File: src/rtl/alu_pkg.sv
// Shared ALU definitions: op-code encoding (matches the ALU decoder output),
// multiplier step count and execute-stage FSM state encoding.
package alu_pkg;

    localparam logic [3:0] ALU_ADD = 4'b0000;
    localparam logic [3:0] ALU_SUB = 4'b0001;
    localparam logic [3:0] ALU_MUL = 4'b0010;
    localparam logic [3:0] ALU_SLT = 4'b0011;
    localparam logic [3:0] ALU_AND = 4'b0100;
    localparam logic [3:0] ALU_OR  = 4'b0101;
    localparam logic [3:0] ALU_XOR = 4'b0110;
    localparam logic [3:0] ALU_NOR = 4'b0111;

    localparam int ALU_MUL_STEPS = 8;

    typedef enum logic {
        ST_IDLE = 1'b0,
        ST_MUL  = 1'b1
    } alu_state_t;

    function automatic logic is_mul_op(input logic [3:0] op);
        return op == ALU_MUL;
    endfunction

endpackage

File: src/rtl/alu_execute_mul_iter.sv
// Iterative radix-16 multiplier: four multiplier bits per step, low WIDTH
// bits of the product accumulated in place.
module mul_iter
    import alu_pkg::*;
#(
    parameter int WIDTH     = 32,
    parameter int MUL_STEPS = ALU_MUL_STEPS
) (
    input  logic             clk,
    input  logic             rst,
    input  logic             start,
    input  logic             step,
    input  logic             flush,
    input  logic [WIDTH-1:0] mcand_in,
    input  logic [WIDTH-1:0] mplier_in,
    output logic             done,
    output logic [WIDTH-1:0] product
);

    localparam int CW = (MUL_STEPS > 1) ? $clog2(MUL_STEPS) : 1;
    localparam logic [CW-1:0] LAST = CW'(MUL_STEPS - 1);

    logic [WIDTH-1:0] mcand;
    logic [WIDTH-1:0] mplier;
    logic [WIDTH-1:0] acc;
    logic [CW-1:0]    cnt;
    logic [WIDTH-1:0] digit;
    logic [WIDTH-1:0] partial;
    logic [WIDTH-1:0] acc_next;

    always_comb begin
        digit    = {{(WIDTH-4){1'b0}}, mplier[3:0]};
        partial  = (mcand * digit) << {cnt, 2'b00};
        acc_next = acc + partial;
    end

    // acc_next on the last step is the final product, consumed on the same edge
    assign done    = step && !flush && (cnt == LAST);
    assign product = acc_next;

    always_ff @(posedge clk or posedge rst) begin
        if (rst) begin
            mcand  <= '0;
            mplier <= '0;
            acc    <= '0;
            cnt    <= '0;
        end else if (start) begin
            mcand  <= mcand_in;
            mplier <= mplier_in;
            acc    <= '0;
            cnt    <= '0;
        end else if (flush) begin
            acc    <= '0;
            cnt    <= '0;
        end else if (step) begin
            acc    <= acc_next;
            mplier <= mplier >> 4;
            cnt    <= (cnt == LAST) ? '0 : cnt + 1'b1;
        end
    end

endmodule

File: src/rtl/alu_execute.sv
// Execute-stage ALU: single-cycle ops straight into the result register,
// MUL handed to mul_iter while busy stalls the ID/EX stage.
//
// state   | meaning
// IDLE    | accepting ops; non-MUL ops complete on the accept edge
// MUL     | multiplier stepping, inputs ignored, busy high
module alu_execute
    import alu_pkg::*;
#(
    parameter int WIDTH     = 32,
    parameter int MUL_STEPS = ALU_MUL_STEPS
) (
    input  logic             clk,
    input  logic             rst,
    input  logic             inValid,
    input  logic [3:0]       aluController,
    input  logic [WIDTH-1:0] srcA,
    input  logic [WIDTH-1:0] srcB,
    input  logic             flush,
    output logic             busy,
    output logic             outValid,
    output logic [WIDTH-1:0] aluResult,
    output logic             zero
);

    alu_state_t       state;
    logic [WIDTH-1:0] single_res;
    logic             slt;
    logic             accept;
    logic             mul_start;
    logic             mul_step;
    logic             mul_done;
    logic [WIDTH-1:0] mul_product;

    always_comb begin
        slt        = $signed(srcA) < $signed(srcB);
        single_res = srcA + srcB;
        case (aluController)
            ALU_SUB: single_res = srcA - srcB;
            ALU_SLT: single_res = {{(WIDTH-1){1'b0}}, slt};
            ALU_AND: single_res = srcA & srcB;
            ALU_OR:  single_res = srcA | srcB;
            ALU_XOR: single_res = srcA ^ srcB;
            ALU_NOR: single_res = ~(srcA | srcB);
            default: single_res = srcA + srcB;
        endcase
    end

    assign accept    = (state == ST_IDLE) && inValid && !flush;
    assign mul_start = accept && is_mul_op(aluController);
    assign mul_step  = (state == ST_MUL);

    mul_iter #(
        .WIDTH     (WIDTH),
        .MUL_STEPS (MUL_STEPS)
    ) u_mul_iter (
        .clk       (clk),
        .rst       (rst),
        .start     (mul_start),
        .step      (mul_step),
        .flush     (flush),
        .mcand_in  (srcA),
        .mplier_in (srcB),
        .done      (mul_done),
        .product   (mul_product)
    );

    always_ff @(posedge clk or posedge rst) begin
        if (rst) begin
            state     <= ST_IDLE;
            busy      <= 1'b0;
            outValid  <= 1'b0;
            aluResult <= '0;
            zero      <= 1'b1;
        end else begin
            outValid <= 1'b0;
            case (state)
                ST_IDLE: begin
                    if (mul_start) begin
                        state <= ST_MUL;
                        busy  <= 1'b1;
                    end else if (accept) begin
                        aluResult <= single_res;
                        zero      <= (single_res == '0);
                        outValid  <= 1'b1;
                    end
                end
                ST_MUL: begin
                    // flush outranks the final step, so mul_done is already gated
                    if (flush) begin
                        state <= ST_IDLE;
                        busy  <= 1'b0;
                    end else if (mul_done) begin
                        aluResult <= mul_product;
                        zero      <= (mul_product == '0);
                        outValid  <= 1'b1;
                        state     <= ST_IDLE;
                        busy      <= 1'b0;
                    end
                end
                default: begin
                    state <= ST_IDLE;
                    busy  <= 1'b0;
                end
            endcase
        end
    end

endmodule
File: config.mk
export PLATFORM = sky130hd
export DESIGN_NAME = alu_execute
export DESIGN_NICKNAME = d
export VERILOG_FILES = /design/src/rtl/alu_pkg.sv /design/src/rtl/alu_execute_mul_iter.sv /design/src/rtl/alu_execute.sv
export SDC_FILE = /design/constraint.sdc
export NUM_CORES = 1
export LEC_CHECK = 0
export CAP_MARGIN = 20
export CORE_MARGIN = 2
export CORE_UTILIZATION = 62
export CTS_CLUSTER_DIAMETER = 60
export DETAILED_ROUTE_END_ITERATION = 7
export PLACE_DENSITY = 0.87
export SLEW_MARGIN = 20
export SYNTH_ARGS = -nofsm -noshare
export SYNTH_HDL_FRONTEND = slang
export SYNTH_SLANG_ARGS = --single-unit
File: constraint.sdc
create_clock -name clk -period 9.4 [get_ports clk]
set_input_delay 2.35 -clock clk [delete_from_list [all_inputs] [get_ports clk]]
set_output_delay 2.35 -clock clk [all_outputs]
set_load 0.005 [all_outputs]
==> results.txt <==
The number of buffers added by the clock tree synthesis step is 17. The number of cell rows came out at 60. The overall die height came out at 171 um. The insertion delay of the later-clocked pin in the worst-skew pair is 0.45 ns.

In this run the worst hold path is classified as flop to flop. The total non-filler cell area in the finished layout came out at 19,000 um^2. The global-route met3 utilization is 6.27%.

The initial utilization of the core area, before any placement, comes to 63.5%. The final hold violation count came out at 0. The number of DRC violations after detailed-routing iteration 0 is 2,231. Pin placement for this block handled 107 I/O pins. The max-slew violation total from the final report is 0. The largest fanout of any net on the critical path came out at 32. The cell with the largest stage delay on the worst path is sky130_fd_sc_hd__dfrtp_1. The worst voltage drop across the vdd grid came out at 0.154 mV. The number of different library cells used by synthesis comes to 94. Counting every sink on the clock net gives 135. Counting flops with a built-in enable in the synthesized netlist gives 0. The number of maximum-capacitance violations came out at 0. The share of the yosys chip area belonging to registers is 19.6%.

After detailed placement, the total cell area comes to 18,400 um^2. Dividing the synthesized area by the synthesized cell count gives 7.61 um^2. The maximum number of pins on one net before global-route repair is 83. The clock arrives with 0.0149 ns of skew. The global-route wire length before repair is 91,200 um.

The share of synthesized flip-flops with an asynchronous set or reset came out at 100%. Buffers added to address setup during post-CTS repair amount to 0. For this run, design rule violations remaining after detail routing come to 0. The relative max-transition margin came out at 25.6%. The per-cell routed wire length came out at 22.1 um. For this run, global-route usage on met2 was measured as 65.6%. The type of the setup path with the least slack is flop to flop. The number of global-route vias before repair came out at 16,700. The hold buffer count at CTS came out at 0. The highest clock rate is 123 MHz.

The initial antenna violation count is 1. The post-route clock period utilization is 86.6%. The flow ran to the end, and the final reports show no timing, DRC or antenna violations. The most frequent cell after synthesis is sky130_fd_sc_hd__nand2_1. The H-tree generated during clock tree synthesis spans 4 levels.

Counting I/O delays and the setup requirement, the final critical path takes 8.14 ns. The dominant cell type by area after synthesis is sky130_fd_sc_hd__dfrtp_1. The count of nets left with antenna violations once routing finished came out at 0. The clock tree buffer depth came out at 2. The delay of the slowest cell on the worst path came out at 0.92 ns. The buffers plus inverters on the worst setup path is 0.

The final setup violation count is 0. The fraction of layout instances using a drive strength above 1 came out at 4.53%. The met1 layer usage reported by global route came out at 52.2%. The final worst-path setup slack is 1.26 ns. The number of port buffers came out at 106. met2 is the most crowded layer. For the final routed database, the setup TNS stands at 0 ns. Setup repair after global routing left no endpoint under its margin. The total routed wirelength is 58,800 um.

The first TritonRoute pass finished after 6 iterations. The power density over the cells is 242 nW/um^2. The number of vias in the routed layout came out at 17,600. The cell sitting at the root of the clock tree is a sky130_fd_sc_hd__clkbuf_16. The worst setup path is launched from a flop. The half-perimeter wire length of the detailed placement result came out at 44,800 um. The die is 171 um wide. The diode insertion count for antenna repair is 0. The area of the core is 27,100 um^2. The via count normalized by instance count is 6.59. The clock transition at the registers of the reported paths came out at 0.07 ns.

In the synthesized netlist, the number of instances is 2,262. The synthesized design devotes to its leading area cell type 19.5% of total area. The die covers 29,100 um^2. The worst setup path is captured at a flop. The Yosys warning count is 0.

The post-CTS resize count is 0. The kind of cell with the highest combined delay along the critical path is compound AO/OA/AOI/OAI gates. The net count of the finished layout is 2,578. Data on the critical path is required at its endpoint by 9.77 ns.

TritonCTS built the clock tree. The endpoint arrival time on the critical path is 8.52 ns. The area growth from synthesis to layout is 10.5%. Ranked by instance count, the synthesized netlist is headed by sky130_fd_sc_hd__nand2_1, sky130_fd_sc_hd__nor2_1, sky130_fd_sc_hd__inv_1.

Yosys attributes the largest share of cell area to sky130_fd_sc_hd__dfrtp_1, sky130_fd_sc_hd__ha_1, sky130_fd_sc_hd__fa_1. The total global routing track utilization is 40.4%. The leakage power total is 0.00899 uW.

The total congestion overflow is 0. The post-placement setup slack came out at 1.61 ns. After synthesis the netlist holds a flip-flop and latch count of 135. For the pin with the worst max-slew slack, the measured transition is 1.12 ns. The area of the mapped netlist is 17,200 um^2. Among all flip-flop cells after synthesis, the most frequent one is sky130_fd_sc_hd__dfrtp_1. Counting the fill cells in the layout gives 2,208. Routability-driven placement finished with a final weighted congestion of 1.05.

The post-synthesis net count came out at 2,557.
[stage by stage]
step / utilization [%] / hold slack [ns] / power [uW] / instances
final: 70.2 / 0.479 / 4610 / 2668
after floorplan: - / 0.450 / 2830 / 2262
after global placement: 67.9 / 0.460 / 3670 / 2636
after global routing: 70.2 / 0.493 / 4850 / 2668
after detailed placement: 67.9 / 0.471 / 3750 / 2636
after CTS: 70.2 / 0.482 / 4500 / 2668
[worst paths after layout]
kind                                           start  depth (start not counted)                    end  slack, ns
min in group asynchronous                        rst                          2                   busy       2.39
max in group asynchronous                        rst                          3  u_mul_iter.mplier[21]       5.74
worst min register to register         aluResult[15]                          1          aluResult[15]       0.48
worst max-delay path            u_mul_iter.mplier[1]                         28                   zero       1.26
worst max register to register  u_mul_iter.mplier[1]                         28                   zero       1.26
worst min-delay path                   aluResult[15]                          1          aluResult[15]       0.48
[per-layer routing]
| layer | up-vias | wire, um |
|---|---|---|
| li1 | 8023 | - |
| met1 | 8328 | 23500 |
| met2 | 1029 | 26400 |
| met3 | 206 | 5320 |
| met4 | 2 | 3590 |
| met5 | - | 13 |
[sequential cells by signal, summed over array words and instances (netlist names)]
| register | flops |
|---|---|
| u_mul_iter.mcand | 32 |
| outValid | 1 |
| zero | 1 |
| mul_step | 1 |
| u_mul_iter.cnt | 3 |
| busy | 1 |
| aluResult | 32 |
| u_mul_iter.acc | 32 |
| u_mul_iter.mplier | 32 |
[where the power goes]
part | total [uW] | internal, uW | switching [uW]
Clock | 733 | 403 | 330
Sequential | 826 | 688 | 138
Combinational | 3050 | 1120 | 1930
Total | 4610 | 2210 | 2400
[layout make-up]
| cell class | count | area (um^2) | area share (%) |
|---|---|---|---|
| Sequential cell | 135 | 3380 | 17.8 |
| Clock inverter | 15 | 180 | 0.947 |
| Clock buffer | 17 | 425 | 2.24 |
| Multi-Input combinational cell | 1795 | 12600 | 66.3 |
| Tap cell | 372 | 465 | 2.45 |
| Timing Repair Buffer | 119 | 1150 | 6.04 |
| Inverter | 215 | 812 | 4.27 |
[placed cells by master, fill, tap and decap left out, types with 15 or more instances in the layout]
cell type                         netlist  layout
sky130_fd_sc_hd__a21oi_1              155     155
sky130_fd_sc_hd__a21o_1                39      39
sky130_fd_sc_hd__xor2_1                27      27
sky130_fd_sc_hd__o21bai_1              17      17
sky130_fd_sc_hd__a211oi_1              26      26
sky130_fd_sc_hd__o211ai_1              31      31
sky130_fd_sc_hd__a31oi_1               16      16
sky130_fd_sc_hd__o21a_1                26      26
sky130_fd_sc_hd__xnor2_1               39      39
sky130_fd_sc_hd__nor3_1                48      46
sky130_fd_sc_hd__nand2b_1              17      16
sky130_fd_sc_hd__fa_1                  60      60
sky130_fd_sc_hd__and2_1                86      86
sky130_fd_sc_hd__nor2_1               226     224
sky130_fd_sc_hd__dfrtp_1              134     134
sky130_fd_sc_hd__clkdlybuf4s50_1        0     104
sky130_fd_sc_hd__or3_1                 15      15
sky130_fd_sc_hd__inv_1                209     208
sky130_fd_sc_hd__ha_1                 163     163
sky130_fd_sc_hd__o31ai_1               19      19
sky130_fd_sc_hd__a22o_1                22      22
sky130_fd_sc_hd__mux2i_1               37      37
sky130_fd_sc_hd__clkbuf_16              0      17
sky130_fd_sc_hd__nand3_1               36      35
sky130_fd_sc_hd__nand2_1              235     235
sky130_fd_sc_hd__o21ai_0              164     163
sky130_fd_sc_hd__o22ai_1               43      43
sky130_fd_sc_hd__a211o_1               15      15
[cell families (layout without fill, tap and decap cells)]
logic type      Yosys count  after routing  share of synthesized area (%)
xor+xnor                 66             66                           3.36
compound gates          704            704                           27.4
simple gates            750            750                           20.3
mux                      52             52                           3.20
buf+inv                 332            366                           7.33
fa+ha+maj               223            223                           18.8
flops                   135            135                           19.6
No activity file was read; power rests on OpenSTA's default activity.
